### src/rtl/hicore_icb_splt_if.sv
// ICB splitter bus bundle: upstream command/response plus SPLT_NUM flattened downstream ports.
interface hicore_icb_splt_if #(
  parameter int AW       = 32,
  parameter int DW       = 32,
  parameter int SPLT_NUM = 2
);
  logic                     i_icb_cmd_valid;
  logic                     i_icb_cmd_ready;
  logic                     i_icb_cmd_read;
  logic [AW-1:0]            i_icb_cmd_addr;
  logic [DW-1:0]            i_icb_cmd_wdata;
  logic [DW/8-1:0]          i_icb_cmd_wmask;
  logic                     i_icb_rsp_valid;
  logic                     i_icb_rsp_ready;
  logic                     i_icb_rsp_err;
  logic [DW-1:0]            i_icb_rsp_rdata;

  logic [SPLT_NUM-1:0]      o_bus_icb_cmd_valid;
  logic [SPLT_NUM-1:0]      o_bus_icb_cmd_ready;
  logic [SPLT_NUM-1:0]      o_bus_icb_cmd_read;
  logic [SPLT_NUM*AW-1:0]   o_bus_icb_cmd_addr;
  logic [SPLT_NUM*DW-1:0]   o_bus_icb_cmd_wdata;
  logic [SPLT_NUM*DW/8-1:0] o_bus_icb_cmd_wmask;
  logic [SPLT_NUM-1:0]      o_bus_icb_rsp_valid;
  logic [SPLT_NUM-1:0]      o_bus_icb_rsp_ready;
  logic [SPLT_NUM-1:0]      o_bus_icb_rsp_err;
  logic [SPLT_NUM*DW-1:0]   o_bus_icb_rsp_rdata;

  // splitter side
  modport slave (
    input  i_icb_cmd_valid, i_icb_cmd_read, i_icb_cmd_addr, i_icb_cmd_wdata, i_icb_cmd_wmask,
    output i_icb_cmd_ready,
    output i_icb_rsp_valid, i_icb_rsp_err, i_icb_rsp_rdata,
    input  i_icb_rsp_ready,
    output o_bus_icb_cmd_valid, o_bus_icb_cmd_read, o_bus_icb_cmd_addr,
    output o_bus_icb_cmd_wdata, o_bus_icb_cmd_wmask,
    input  o_bus_icb_cmd_ready,
    input  o_bus_icb_rsp_valid, o_bus_icb_rsp_err, o_bus_icb_rsp_rdata,
    output o_bus_icb_rsp_ready
  );

  // upstream master + downstream targets
  modport master (
    output i_icb_cmd_valid, i_icb_cmd_read, i_icb_cmd_addr, i_icb_cmd_wdata, i_icb_cmd_wmask,
    input  i_icb_cmd_ready,
    input  i_icb_rsp_valid, i_icb_rsp_err, i_icb_rsp_rdata,
    output i_icb_rsp_ready,
    input  o_bus_icb_cmd_valid, o_bus_icb_cmd_read, o_bus_icb_cmd_addr,
    input  o_bus_icb_cmd_wdata, o_bus_icb_cmd_wmask,
    output o_bus_icb_cmd_ready,
    output o_bus_icb_rsp_valid, o_bus_icb_rsp_err, o_bus_icb_rsp_rdata,
    input  o_bus_icb_rsp_ready
  );
endinterface

### src/rtl/hicore_icb_splt.sv
// ICB 1-to-SPLT_NUM address splitter with an in-order response id FIFO.
// Define HICORE_ICB_SPLT_ERR_EN to answer unmatched addresses from an internal error port.

module hicore_icb_splt_hit #(
  parameter int AW = 32
) (
  input  logic [AW-1:0] addr,
  input  logic [AW-1:0] base,
  input  logic [AW-1:0] mask,
  output logic          hit
);
  assign hit = ((addr & mask) == (base & mask));
endmodule

module hicore_icb_splt #(
  parameter int AW            = 32,
  parameter int DW            = 32,
  parameter int SPLT_NUM      = 2,
  parameter int SPLT_PTR_W    = 2,
  parameter int FIFO_OUTS_NUM = 2,
  parameter logic [SPLT_NUM*AW-1:0] SPLT_BASE = {32'h1000_0000, 32'h8000_0000},
  parameter logic [SPLT_NUM*AW-1:0] SPLT_MASK = {32'hF000_0000, 32'hF000_0000}
) (
  input  logic             clk,
  input  logic             rst_n,
  hicore_icb_splt_if.slave bus,
  output logic             o_splt_busy
);
  localparam int PW = (FIFO_OUTS_NUM > 1) ? $clog2(FIFO_OUTS_NUM) : 1;
  localparam int CW = $clog2(FIFO_OUTS_NUM + 1);
`ifdef HICORE_ICB_SPLT_ERR_EN
  localparam logic [SPLT_PTR_W-1:0] MISS_ID = SPLT_PTR_W'(SPLT_NUM);
`else
  localparam logic [SPLT_PTR_W-1:0] MISS_ID = SPLT_PTR_W'(SPLT_NUM-1);
`endif
  localparam logic [SPLT_NUM-1:0][AW-1:0] BASE_A = SPLT_BASE;
  localparam logic [SPLT_NUM-1:0][AW-1:0] MASK_A = SPLT_MASK;

  logic [SPLT_NUM-1:0]          hit;
  logic [SPLT_PTR_W-1:0]        sel;
  logic [SPLT_NUM-1:0]          cmd_vld;
  logic                         port_rdy;
  logic                         full, empty, push, pop;
  logic [PW-1:0]                wptr, rptr;
  logic [CW-1:0]                cnt;
  logic [SPLT_PTR_W-1:0]        mem [0:(1<<PW)-1];
  logic [SPLT_PTR_W-1:0]        head;
  logic [SPLT_NUM-1:0][DW-1:0]  rdata_a;
  logic                         rsp_vld, rsp_err;
  logic [DW-1:0]                rsp_rdata;
  logic [SPLT_NUM-1:0]          rsp_rdy;

  for (genvar k = 0; k < SPLT_NUM; k++) begin : g_dec
    hicore_icb_splt_hit #(.AW(AW)) u_hit (
      .addr (bus.i_icb_cmd_addr),
      .base (BASE_A[k]),
      .mask (MASK_A[k]),
      .hit  (hit[k])
    );
  end

  // scan high-to-low so the lowest hitting index wins
  always_comb begin
    sel = MISS_ID;
    for (int k = SPLT_NUM-1; k >= 0; k--)
      if (hit[k]) sel = SPLT_PTR_W'(k);
  end

  assign full  = (cnt == CW'(FIFO_OUTS_NUM));
  assign empty = (cnt == '0);

  always_comb begin
    cmd_vld  = '0;
    port_rdy = 1'b0;
    for (int k = 0; k < SPLT_NUM; k++)
      if (sel == SPLT_PTR_W'(k)) begin
        cmd_vld[k] = bus.i_icb_cmd_valid & ~full;
        port_rdy   = bus.o_bus_icb_cmd_ready[k];
      end
`ifdef HICORE_ICB_SPLT_ERR_EN
    if (sel == MISS_ID) port_rdy = 1'b1;
`endif
  end

  assign bus.i_icb_cmd_ready     = port_rdy & ~full;
  assign bus.o_bus_icb_cmd_valid = cmd_vld;
  assign bus.o_bus_icb_cmd_read  = {SPLT_NUM{bus.i_icb_cmd_read}};
  assign bus.o_bus_icb_cmd_addr  = {SPLT_NUM{bus.i_icb_cmd_addr}};
  assign bus.o_bus_icb_cmd_wdata = {SPLT_NUM{bus.i_icb_cmd_wdata}};
  assign bus.o_bus_icb_cmd_wmask = {SPLT_NUM{bus.i_icb_cmd_wmask}};

  assign push = bus.i_icb_cmd_valid & bus.i_icb_cmd_ready;
  assign pop  = rsp_vld & bus.i_icb_rsp_ready;

  function automatic logic [PW-1:0] ptr_inc(input logic [PW-1:0] p);
    return (p == PW'(FIFO_OUTS_NUM-1)) ? '0 : p + 1'b1;
  endfunction

  always_ff @(posedge clk) begin
    if (push) mem[wptr] <= sel;
  end

  always_ff @(posedge clk or negedge rst_n) begin
    if (!rst_n) begin
      wptr <= '0;
      rptr <= '0;
      cnt  <= '0;
    end else begin
      if (push) wptr <= ptr_inc(wptr);
      if (pop)  rptr <= ptr_inc(rptr);
      case ({push, pop})
        2'b10:   cnt <= cnt + CW'(1);
        2'b01:   cnt <= cnt - CW'(1);
        default: cnt <= cnt;
      endcase
    end
  end

  assign head    = mem[rptr];
  assign rdata_a = bus.o_bus_icb_rsp_rdata;

  // responses only ever come from the port at the FIFO head
  always_comb begin
    rsp_vld   = 1'b0;
    rsp_err   = 1'b0;
    rsp_rdata = '0;
    rsp_rdy   = '0;
    if (!empty) begin
      for (int k = 0; k < SPLT_NUM; k++)
        if (head == SPLT_PTR_W'(k)) begin
          rsp_vld    = bus.o_bus_icb_rsp_valid[k];
          rsp_err    = bus.o_bus_icb_rsp_err[k];
          rsp_rdata  = rdata_a[k];
          rsp_rdy[k] = bus.i_icb_rsp_ready;
        end
`ifdef HICORE_ICB_SPLT_ERR_EN
      if (head == MISS_ID) begin
        rsp_vld = 1'b1;
        rsp_err = 1'b1;
      end
`endif
    end
  end

  assign bus.i_icb_rsp_valid     = rsp_vld;
  assign bus.i_icb_rsp_err       = rsp_err;
  assign bus.i_icb_rsp_rdata     = rsp_rdata;
  assign bus.o_bus_icb_rsp_ready = rsp_rdy;
  assign o_splt_busy             = ~empty;
endmodule
### src/flat_wrapper.sv
// flat-port wrapper written by rule: the top's interface ports become plain ports
module hicore_icb_splt_flat 
#(
  parameter int AW            = 32,
  parameter int DW            = 32,
  parameter int SPLT_NUM      = 2,
  parameter int SPLT_PTR_W    = 2,
  parameter int FIFO_OUTS_NUM = 2,
  parameter logic [SPLT_NUM*AW-1:0] SPLT_BASE = {32'h1000_0000, 32'h8000_0000},
  parameter logic [SPLT_NUM*AW-1:0] SPLT_MASK = {32'hF000_0000, 32'hF000_0000}
)
  (clk, rst_n, o_splt_busy, bus_i_icb_cmd_valid, bus_i_icb_cmd_read, bus_i_icb_cmd_addr, bus_i_icb_cmd_wdata, bus_i_icb_cmd_wmask, bus_i_icb_cmd_ready, bus_i_icb_rsp_valid, bus_i_icb_rsp_err, bus_i_icb_rsp_rdata, bus_i_icb_rsp_ready, bus_o_bus_icb_cmd_valid, bus_o_bus_icb_cmd_read, bus_o_bus_icb_cmd_addr, bus_o_bus_icb_cmd_wdata, bus_o_bus_icb_cmd_wmask, bus_o_bus_icb_cmd_ready, bus_o_bus_icb_rsp_valid, bus_o_bus_icb_rsp_err, bus_o_bus_icb_rsp_rdata, bus_o_bus_icb_rsp_ready);
  hicore_icb_splt_if #(.AW(AW), .DW(DW), .SPLT_NUM(SPLT_NUM)) bus_i ();
  input  logic clk;
  input  logic rst_n;
  output logic o_splt_busy;
  input wire logic [$bits(bus_i.i_icb_cmd_valid)-1:0] bus_i_icb_cmd_valid;
  input wire logic [$bits(bus_i.i_icb_cmd_read)-1:0] bus_i_icb_cmd_read;
  input wire logic [$bits(bus_i.i_icb_cmd_addr)-1:0] bus_i_icb_cmd_addr;
  input wire logic [$bits(bus_i.i_icb_cmd_wdata)-1:0] bus_i_icb_cmd_wdata;
  input wire logic [$bits(bus_i.i_icb_cmd_wmask)-1:0] bus_i_icb_cmd_wmask;
  output wire logic [$bits(bus_i.i_icb_cmd_ready)-1:0] bus_i_icb_cmd_ready;
  output wire logic [$bits(bus_i.i_icb_rsp_valid)-1:0] bus_i_icb_rsp_valid;
  output wire logic [$bits(bus_i.i_icb_rsp_err)-1:0] bus_i_icb_rsp_err;
  output wire logic [$bits(bus_i.i_icb_rsp_rdata)-1:0] bus_i_icb_rsp_rdata;
  input wire logic [$bits(bus_i.i_icb_rsp_ready)-1:0] bus_i_icb_rsp_ready;
  output wire logic [$bits(bus_i.o_bus_icb_cmd_valid)-1:0] bus_o_bus_icb_cmd_valid;
  output wire logic [$bits(bus_i.o_bus_icb_cmd_read)-1:0] bus_o_bus_icb_cmd_read;
  output wire logic [$bits(bus_i.o_bus_icb_cmd_addr)-1:0] bus_o_bus_icb_cmd_addr;
  output wire logic [$bits(bus_i.o_bus_icb_cmd_wdata)-1:0] bus_o_bus_icb_cmd_wdata;
  output wire logic [$bits(bus_i.o_bus_icb_cmd_wmask)-1:0] bus_o_bus_icb_cmd_wmask;
  input wire logic [$bits(bus_i.o_bus_icb_cmd_ready)-1:0] bus_o_bus_icb_cmd_ready;
  input wire logic [$bits(bus_i.o_bus_icb_rsp_valid)-1:0] bus_o_bus_icb_rsp_valid;
  input wire logic [$bits(bus_i.o_bus_icb_rsp_err)-1:0] bus_o_bus_icb_rsp_err;
  input wire logic [$bits(bus_i.o_bus_icb_rsp_rdata)-1:0] bus_o_bus_icb_rsp_rdata;
  output wire logic [$bits(bus_i.o_bus_icb_rsp_ready)-1:0] bus_o_bus_icb_rsp_ready;
  assign bus_i.i_icb_cmd_valid = bus_i_icb_cmd_valid;
  assign bus_i.i_icb_cmd_read = bus_i_icb_cmd_read;
  assign bus_i.i_icb_cmd_addr = bus_i_icb_cmd_addr;
  assign bus_i.i_icb_cmd_wdata = bus_i_icb_cmd_wdata;
  assign bus_i.i_icb_cmd_wmask = bus_i_icb_cmd_wmask;
  assign bus_i_icb_cmd_ready = bus_i.i_icb_cmd_ready;
  assign bus_i_icb_rsp_valid = bus_i.i_icb_rsp_valid;
  assign bus_i_icb_rsp_err = bus_i.i_icb_rsp_err;
  assign bus_i_icb_rsp_rdata = bus_i.i_icb_rsp_rdata;
  assign bus_i.i_icb_rsp_ready = bus_i_icb_rsp_ready;
  assign bus_o_bus_icb_cmd_valid = bus_i.o_bus_icb_cmd_valid;
  assign bus_o_bus_icb_cmd_read = bus_i.o_bus_icb_cmd_read;
  assign bus_o_bus_icb_cmd_addr = bus_i.o_bus_icb_cmd_addr;
  assign bus_o_bus_icb_cmd_wdata = bus_i.o_bus_icb_cmd_wdata;
  assign bus_o_bus_icb_cmd_wmask = bus_i.o_bus_icb_cmd_wmask;
  assign bus_i.o_bus_icb_cmd_ready = bus_o_bus_icb_cmd_ready;
  assign bus_i.o_bus_icb_rsp_valid = bus_o_bus_icb_rsp_valid;
  assign bus_i.o_bus_icb_rsp_err = bus_o_bus_icb_rsp_err;
  assign bus_i.o_bus_icb_rsp_rdata = bus_o_bus_icb_rsp_rdata;
  assign bus_o_bus_icb_rsp_ready = bus_i.o_bus_icb_rsp_ready;
  hicore_icb_splt #(.AW(AW), .DW(DW), .SPLT_NUM(SPLT_NUM), .SPLT_PTR_W(SPLT_PTR_W), .FIFO_OUTS_NUM(FIFO_OUTS_NUM), .SPLT_BASE(SPLT_BASE), .SPLT_MASK(SPLT_MASK)) u_core (.clk(clk), .rst_n(rst_n), .bus(bus_i), .o_splt_busy(o_splt_busy));
endmodule
### config.mk
export PLATFORM = sky130hd
export DESIGN_NAME = hicore_icb_splt_flat
export DESIGN_NICKNAME = d
export VERILOG_FILES = /design/src/rtl/hicore_icb_splt_if.sv /design/src/rtl/hicore_icb_splt.sv /design/src/flat_wrapper.sv
export SDC_FILE = /design/constraint.sdc
export NUM_CORES = 1
export LEC_CHECK = 0
export CAP_MARGIN = 10
export CORE_AREA = 5 5 122 124
export DETAILED_ROUTE_END_ITERATION = 8
export DIE_AREA = 0 0 127 129
export SLEW_MARGIN = 10
export SYNTH_ARGS = -nofsm -noshare
export SYNTH_HDL_FRONTEND = slang
export SYNTH_SLANG_ARGS = --single-unit
export TNS_END_PERCENT = 30
### constraint.sdc
create_clock -name clk -period 2.3 [get_ports clk]
set_clock_uncertainty 0.2 [all_clocks]
set_input_delay 0.46 -clock clk [delete_from_list [all_inputs] [get_ports clk]]
set_output_delay 0.46 -clock clk [all_outputs]
set_load 0.02 [all_outputs]
**Yosys cells after proc, flatten, opt, wreduce, memory -nomap -nowiden**

Memory sizes are Yosys's and may differ from the RTL's.
Cells that the tools add are included.

- Logic and storage cells: 46
- Memories kept: 1
- Flip-flop bits (word level): 4
- Bits in writable memories: 2

- Add/sub/neg operators: 4
- Bitwise gates (word level): 6
- Reductions and logical operators: 4
- Muxes and demuxes: 22
- Equality and inequality tests: 6

Memory list:

| name | depth | width | rd ports | clocked after memory_dff | write ports | line | text |
|---|---|---|---|---|---|---|---|
| u_core.mem | 2 | 1 | 1 | 0 | 1 | hicore_icb_splt.sv:46 | `logic [SPLT_PTR_W-1:0] mem [0:(1<<PW)-1];` |

Operators by type and width:

| operator | number |
|---|---|
| 32-bit two-way mux | 3 |
| 1-bit two-way mux | 17 |
| 2-bit logical NOT | 3 |
| 1-bit AND | 4 |
| 2-bit by 1-bit equality test with 1-bit output (second input constant) | 2 |
| 2-bit equality test (second input constant) | 2 |
| 4-bit equality test (second input constant) | 1 |
| 2-bit case mux with 2 select lines | 1 |
| 1-bit adder (second input constant) | 2 |
| 2-bit by 1-bit adder with 2-bit output (second input constant) | 1 |
| 2-bit two-way mux | 1 |
| 1-bit NOT | 2 |
| 2-bit nonzero test | 1 |
| 2-bit by 1-bit subtractor with 2-bit output (second input constant) | 1 |
| 1-bit equality test (second input constant) | 1 |

**Longest topological paths before layout**

Gate-level depths: netlist of the first run.

- Depth in word-level cells: 9
- Depth in mapped cells: 9

**Cells and area by module**

A second synthesis of the first run with hierarchy kept.

- Cell total of the unflattened synthesis: 339
- Area total of the unflattened synthesis: 2,298.5 sq um

Modules (own cells, without submodules):

| module | area an instance (sq um) | instances | cells an instance |
|---|---|---|---|
| hicore_icb_splt | 1,860.5 | 1 | 286 |
| hicore_icb_splt_hit | 437.9 | 1 | 53 |

**Worst setup path before layout of the first run**

Ideal clock, no wire load.

- Path type: input to register
- From: input bus_i_icb_cmd_addr[29]
- To: register u_core.cnt[1]
- Arrival: 2.086 ns
- Stages on the path: 8
- Library setup time: 0.080 ns
- Path buffers: 2
- Path slack: -0.066 ns
- Path through: or4b_1 > buf_2 > mux2i_1 > or2_1 > buf_6 > ha_1 > nor2_1 > xnor2_1

- Cells in the longest elaborated chain, start to end: 9

Ends and longest elaborated chain:

| what | line | text |
|---|---|---|
| start, declared | flat_wrapper.sv:19 | `input wire logic [$bits(bus_i.i_icb_cmd_addr)-1:0] bus_i_icb_cmd_addr;` |
| 4-bit equality test * | hicore_icb_splt.sv:12 | `assign hit = ((addr & mask) == (base & mask));` |
| 1-bit two-way mux * | hicore_icb_splt.sv:66 | `if (hit[k]) sel = SPLT_PTR_W'(k);` |
| named net u_core.sel[0] | hicore_icb_splt.sv:40 | `logic [SPLT_PTR_W-1:0] sel;` |
| 2-bit logical NOT | hicore_icb_splt.sv:76 | `if (sel == SPLT_PTR_W'(k)) begin` |
| 1-bit two-way mux | hicore_icb_splt.sv:76 |  |
| 1-bit two-way mux * | hicore_icb_splt.sv:76 |  |
| 1-bit AND * | hicore_icb_splt.sv:85 | `assign bus.i_icb_cmd_ready = port_rdy & ~full;` |
| 1-bit AND * | hicore_icb_splt.sv:92 | `assign push = bus.i_icb_cmd_valid & bus.i_icb_cmd_ready;` |
| 2-bit by 1-bit equality test with 1-bit output or 2-bit equality test (tied branches) | hicore_icb_splt.sv:111 | `case ({push, pop})` |
| 2-bit case mux with 2 select lines or 2-bit nonzero test (tied branches) | -- |  |
| end signal, assigned | hicore_icb_splt.sv:112 | `2'b10: cnt <= cnt + CW'(1);` |
| end signal, assigned | hicore_icb_splt.sv:113 | `2'b01: cnt <= cnt - CW'(1);` |
| end signal, assigned | hicore_icb_splt.sv:114 | `default: cnt <= cnt;` |
| end, declared | hicore_icb_splt.sv:45 | `logic [CW-1:0] cnt;` |

Mark *: on every way through the listed nets, which the timed path passes. The rest lies on a longest branch.
A chain may end at the register's enable or synchronous reset.

**Final worst setup path of the first run**

- From: register u_core.rptr
- To: output bus_i_icb_rsp_rdata[5]

- Cells in the longest elaborated chain, start to end: 5

Ends and longest elaborated chain:

| what | line | text |
|---|---|---|
| start, declared | hicore_icb_splt.sv:44 | `logic [PW-1:0] wptr, rptr;` |
| start signal, assigned | hicore_icb_splt.sv:110 | `if (pop) rptr <= ptr_inc(rptr);` |
| memory read 2 x 1 bit * | -- |  |
| 2-bit logical NOT | hicore_icb_splt.sv:130 | `if (head == SPLT_PTR_W'(k)) begin` |
| 32-bit two-way mux | hicore_icb_splt.sv:130 |  |
| 32-bit two-way mux * | hicore_icb_splt.sv:130 |  |
| 32-bit two-way mux * | hicore_icb_splt.sv:128 | `if (!empty) begin` |
| end, declared | flat_wrapper.sv:25 | `output wire logic [$bits(bus_i.i_icb_rsp_rdata)-1:0] bus_i_icb_rsp_rdata;` |

Every way passes the cells marked *; elsewhere a longest branch is shown, timed or not.

==> results of run 1 <==
## where the power goes
part	total [mW]	switching, mW	internal, mW	leakage (nW)
sequential	0.216	0.0607	0.156	0.0621
combinational	1.86	1.06	0.803	0.947
clock	0.287	0.0569	0.230	0.0382
total	2.36	1.17	1.19	1.05
## flip-flops by register name, summed over array words and instances (netlist names)
| name | cells |
|---|---|
| u_core.mem | 2 |
| u_core.rptr | 1 |
| u_core.cnt | 2 |
| u_core.wptr | 1 |
## cell usage in the layout (no fill, tap or decap), types with 2 or more instances in the layout
cell,instances
clkdlybuf4s15_1,2
inv_1,4
nor2_4,2
clkbuf_2,4
buf_2,31
a21oi_1,32
mux2i_1,2
edfxtp_1,2
nand2_1,67
nor2_1,7
dfrtp_1,3
a21oi_2,2
xnor2_1,4
clkbuf_16,5
clkdlybuf4s50_1,82
buf_4,17
buf_12,5
## path summary, 6_finish.rpt
kind                             startpoint                     end  depth (start not counted)
worst max register to register  u_core.rptr           u_core.cnt[1]                          9
min in group clk                u_core.wptr             u_core.wptr                          1
max in group asynchronous             rst_n             u_core.rptr                          1
worst min register to register  u_core.wptr             u_core.wptr                          1
worst min-delay path                  rst_n             u_core.wptr                          1
worst max-delay path            u_core.rptr  bus_i_icb_rsp_rdata[5]                          6
## critical path: cells and delay by family, from the launching register on
kind                   cells  cell delay (ns)
multiplexers               1             0.26
AO/OA/AOI/OAI              1             0.11
flip-flops                 1             0.40
buffers and inverters      3             0.56
AND/OR/NAND/NOR            1             0.05
## metrics by stage
step	worst slack, ns	power (mW)	utilization, %	instances	instance area, um^2
detailed placement	-0.708	2.24	17.8	455	2430
finish	0.0259	2.36	17.8	463	2430
CTS	-0.00452	2.41	18.2	460	2490
global route	-0.0432	2.54	17.8	463	2430
floorplan	-0.0483	1.46	-	283	1850
global placement	-0.693	2.21	17.8	455	2430
## kinds of logic after synthesis
kind of cell / after synthesis / synth area share, %
xor gates and xnor gates: 5 / 2.38
buffers and inverters: 153 / 59.8
AOI/OAI and AO/OA: 35 / 9.51
muxes: 4 / 2.24
DFF: 6 / 8.70
adders and majority gates: 1 / 0.679
and+or+nand+nor: 79 / 16.7
## synthesized netlist by cell type (all sizes together)
library cell | instances | share of area (%)
edfxtp | 2 | 3.3
a21oi | 34 | 9.2
nand2 | 67 | 14
or2 | 1 | 0.34
nor2 | 9 | 1.8
xor2 | 1 | 0.48
buf | 142 | 58
nor2b | 1 | 0.34
o21ai | 1 | 0.27
ha | 1 | 0.68
mux2i | 3 | 1.6
xnor2 | 4 | 1.9
clkbuf | 7 | 1.4
inv | 4 | 0.81
or4b | 1 | 0.54
dfrtp | 4 | 5.4
mux2 | 1 | 0.61
## repair_timing
action	CTS	global route
pin swaps	1	1
setup buffers	1	1
cloned	0	2
gates resized for setup	132	34
endpoints found under the setup margin	48	29
hold buffers	0	0
## metal layers
metal / part of all wire [%] / up-vias
li1: - / 742
met1: 33 / 679
met2: 44 / 152
met3: 17 / 48
met4: 5.9 / 0
met5: 0 / -
## final cells by class
cell class                 instances  area (um^2)  area share [%]
sequential                         6          161            6.64
multi-input combinational        124          636            26.1
clock buffer                       4         78.8            3.24
timing repair buffer             145         1320            54.1
inverter                           4         15.0           0.617
tap                              180          225            9.26
==> results.yml, run 1 <==
run_status:
  status: "finished clean"
synthesis:
  syn-num-nets: 427
  ys_ff_latch: 6
  synth_cell_types: 20
  synth.avg_cell_area_um2: 6.51
  synth_cells: 283
  ys.warnings.count: 0
  syn-cell-area_um2: 1840
  synth_seq_area_share_pct: 8.70
grt:
  grt_util_met2_pct: 11.5
  global_route.usage.met3_pct: 5.11
  use_met1_pct: 6.03
  gr-max-usage-layer: "met2"
  grt_pass1_vias: 1805
  grt_pass1_wl_um: 9290
  grt_use_total_pct: 7.09
  grt_overflow_total: 0
  antenna_found_initial: 0
  grt_max_degree: 23
job:
  drv_cap: 0
floorplan:
  rows: 43
  die-area_um2: 16400
  die_h_um: 129
  core_area_um2: 13700
  die_w_um: 127
  boundaryPins: 321
  start_util_pct: 13.5
worst_setup_path:
  critical_path.cell_chain: "mux2i_4, buf_12, buf_12, nand2_1, a21oi_1, clkdlybuf4s15_2"
  cp-start-kind: "flop"
  cpMostUsedCell: "buf_12"
  critPathKind: "reg2out"
  worst_path_max_delay_cell: "dfrtp_2"
  end_kind: "primary output"
  cp_max_fo: 8
  cpPeakStageDelay_ns: 0.40
  r2r_slack_ns: 0.17
  arrival_ns: 1.61
  crit_required_ns: 1.64
final_layout:
  drive_above_1_share_pct: 25.8
  fillers: 1592
  area_growth_pct: 32.1
  diodes: 0
  layout.nets: 428
routing:
  wl_per_cell_um: 14.8
  drt_pass1_iterations: 3
  drt-total-wl_um: 6840
  viasPerCell: 3.50
  drtAntennaViolNets: 0
  dr_total_vias: 1621
  drt_iter0_markers: 20
  route.detailed.drc: 0
sta:
  grt_setup_unrepaired: "true"
  period_minus_slack_ns: 2.27
  final-hold-violation-count: 0
  setup_viol_count_final: 0
  slew_violations: 0
  worst_slew_pin_slew_ns: 0.257
  slew-limit-headroom_pct: 82.7
  worst_hold_slack_ns: 0.240
  post-route-period-util_pct: 98.9
  fmax_mhz: 440
  finalSetupTns_ns: 0
place:
  hpwl_um: 5240
  place.gp.congestion: 0.682
  io_buffer_count: 125
clock_network:
  cts.clk_slew.worst_paths_ns: 0.03
  clk_latency_ns: 0.23
  htreeDepth: 1
  cts_buffers: 3
  root_buffer: "clkbuf_16"
  clock_path_buffers: 2
  clkSinkCount: 6
  cts_tree: "built"
power_and_ir_drop:
  p_per_area_nw_per_um2: 971
  cellLeakagePower_nw: 1.05
  irDropWorstVdd_mv: 0.615
min_path:
  hold_class: "in2async"
Note: power is estimated with default switching activity, not from simulation.
==> run 2: changes to the inputs <==
Settings changed: CORE_AREA 5 5 122 124 to 5 5 121 123, DIE_AREA 0 0 127 129 to 0 0 126 128, SYNTH_HIERARCHICAL set to 1.
==> results.yml, run 2 <==
run_status:
  status: "finished with violations"
  violations: "negative setup slack"
power_and_ir_drop:
  p_seq_share_pct: 7.8
  p_int_mw: 1.47
  pwr-share-clk_pct: 10.1
  irDropWorstVdd_mv: 0.259
  cellLeakagePower_nw: 2.07
  switchingPower_mw: 1.37
  power.total_mw: 2.84
  swShare_pct: 48.2
  p_per_area_nw_per_um2: 647
  combPwrFrac_pct: 82.0
floorplan:
  core_area_um2: 13600
  die_w_um: 126
  die_h_um: 128
  start_util_pct: 17.0
  rows: 43
  die-area_um2: 16100
  boundaryPins: 321
clock_network:
  htreeDepth: 1
  root_buffer: "clkbuf_16"
  clkSinkCount: 6
  ctsHoldBuffers: 0
  cts_buffers: 3
  cts_tree: "built"
  clock_path_buffers: 2
  cts.clk_slew.worst_paths_ns: 0.04
  clk_latency_ns: 0.23
worst_setup_path:
  cp-start-kind: "input port"
  critPathKind: "in2out"
  critical_path.cell_chain: "buf_8, xor2_2, a22oi_2, nand4_1, nor4_4, mux2_4, and2_4, buf_6"
  arrival_ns: 1.95
  worst_path_max_delay_cell: "mux2_4"
  reg2regPathDepth: 9
  cpPeakStageDelay_ns: 0.33
  r2r-end: "u_core/cnt[1]"
  crit_required_ns: 1.64
  end_kind: "primary output"
  worstReg2RegStart: "u_core/rptr"
  r2r_slack_ns: 0.15
  cp_max_fo: 3
sta:
  final-hold-violation-count: 0
  period_minus_slack_ns: 2.61
  fmax_mhz: 383
  finalSetupTns_ns: -1.00
  worst_slack_ns: -0.311
  post-route-period-util_pct: 114
  setup_viol_count_final: 7
  grt_setup_unrepaired: "true"
  worst_hold_slack_ns: 0.238
  slew_violations: 0
grt:
  antenna_found_initial: 0
  grt_overflow_total: 0
  grt_use_total_pct: 9.92
  grt_pass1_vias: 2683
  grt_max_degree: 37
  grt_pass1_wl_um: 13100
routing:
  drtAntennaViolNets: 0
  viasPerCell: 3.71
  wl_per_cell_um: 13.2
  dr_total_vias: 2579
  route.detailed.drc: 0
  drt_pass1_iterations: 4
  drt-total-wl_um: 9210
  drt_iter0_markers: 64
synthesis:
  synth_most_common_cell: "buf_4"
  synth_cell_types: 23
  synth.avg_cell_area_um2: 6.78
  synth_cells: 339
  ys_ff_latch: 6
  synth-main-ff-cell: "dfrtp_1"
  synth_area_leaders: "buf_4, xor2_1, nand2_1"
  synth_edf_count: 2
  ys.warnings.count: 6
  yosys.area.top_type_share_pct: 45.1
  syn-cell-area_um2: 2300
  synth_seq_area_share_pct: 6.97
  synth_common_cells: "buf_4, nand2_1, a21oi_1, xor2_1, a22oi_1"
  synth_top_cell_by_area: "buf_4"
  synth-async-reset-ratio_pct: 66.7
final_layout:
  final_cells: 696
  fillers: 1461
  final_cell_area_um2: 4390
  layout.nets: 661
  diodes: 0
  drive_above_1_share_pct: 24.0
  layout_common_cells: "clkdlybuf4s50_1, nand2_1, conb_1, buf_4, xor2_1"
  final_common_cell: "clkdlybuf4s50_1"
  area_growth_pct: 90.9
  final_util_pct: 32.4
  top_regs: "u_core/cnt: 2 flops, u_core/mem: 2 flops"
place:
  place_ws_ns: -1.20
  io_buffer_count: 209
  place.gp.congestion: 0.915
  postPlaceCellArea_um2: 4180
  dp_cells: 684
  hpwl_um: 7230
job:
  drv_cap: 0
min_path:
  hold_class: "in2async"
[run 2: changes by cell type in the layout (fill, tap and decap cells not counted), moves of 4 or more]
cell             change
nor2_1               -5
nand4_1              +4
dlygate4sd2_1        +7
conb_1              +64
a21oi_2              +4
xor2_1              +31
a22oi_1             +14
buf_4               +32
a21oi_1              -4
xnor2_1              -4
buf_2                -9
dlymetal6s2s_1       +9
buf_6                +8
clkdlybuf4s50_1     +69
[run 2: worst max-delay path: cells and delay by family]
kind	cells	cell delay (ns)
muxes	1	0.33
buffers and inverters	2	0.22
xor gates and xnor gates	1	0.13
and+or+nand+nor	3	0.60
AOI/OAI and AO/OA	1	0.19
[run 2: kinds of logic (layout without fill, tap and decap cells)]
logic type | count (synthesis) | after routing | synth area share [%]
flip-flops | 6 | 6 | 6.97
buffers and inverters | 151 | 266 | 47.6
XOR/XNOR | 37 | 37 | 14.1
multiplexers | 4 | 4 | 2.01
AO/OA/AOI/OAI | 52 | 52 | 13.3
other | 2 | 64 | 0.327
adder cells (fa/ha/maj) | 1 | 1 | 0.544
AND/OR/NAND/NOR | 86 | 86 | 15.1
[run 2: metal layers]
metal,global-route usage [%],wire length [um],vias to the layer above
met5,0,0,-
met4,3.97,263,0
met3,5.29,1290,19
met2,16.3,4180,229
met1,10.8,3470,1086
li1,-,-,1245
[run 2: repair_timing]
action,4_1_cts,5_1_grt
gates cloned,1,3
buffers inserted,4,3
pin swaps,11,11
gates resized for setup,154,73
setup endpoints to repair,56,49
[run 2: power groups by stage]
stage	clock network, mW	logic (mW)	registers [mW]
final	0.287	2.33	0.223
after global routing	0.302	2.49	0.236
after CTS	0.293	2.24	0.220
after detailed placement	0	2.29	0.216
after global placement	0	2.26	0.211
after floorplan	0	1.39	0.185
[run 2: worst max path at each step]
stage,start,end,cells after the start
floorplan,bus_i_icb_cmd_addr[29],u_core/cnt[1],10
global placement,bus_i_icb_cmd_addr[31],bus_i_icb_cmd_ready,8
detailed placement,bus_i_icb_cmd_addr[31],bus_i_icb_cmd_ready,8
CTS,bus_i_icb_cmd_addr[28],bus_i_icb_cmd_ready,8
global route,bus_i_icb_cmd_addr[29],bus_i_icb_cmd_ready,8
finish,bus_i_icb_cmd_addr[29],bus_i_icb_cmd_ready,8
[run 2: layout make-up]
cell class	count	area [um^2]	area share, %
clock buffers	4	78.8	1.80
inverters	3	13.8	0.314
multi-input cells	244	1430	32.6
flip-flops and latches	6	161	3.68
well taps	180	225	5.13
repair buffers	259	2480	56.5
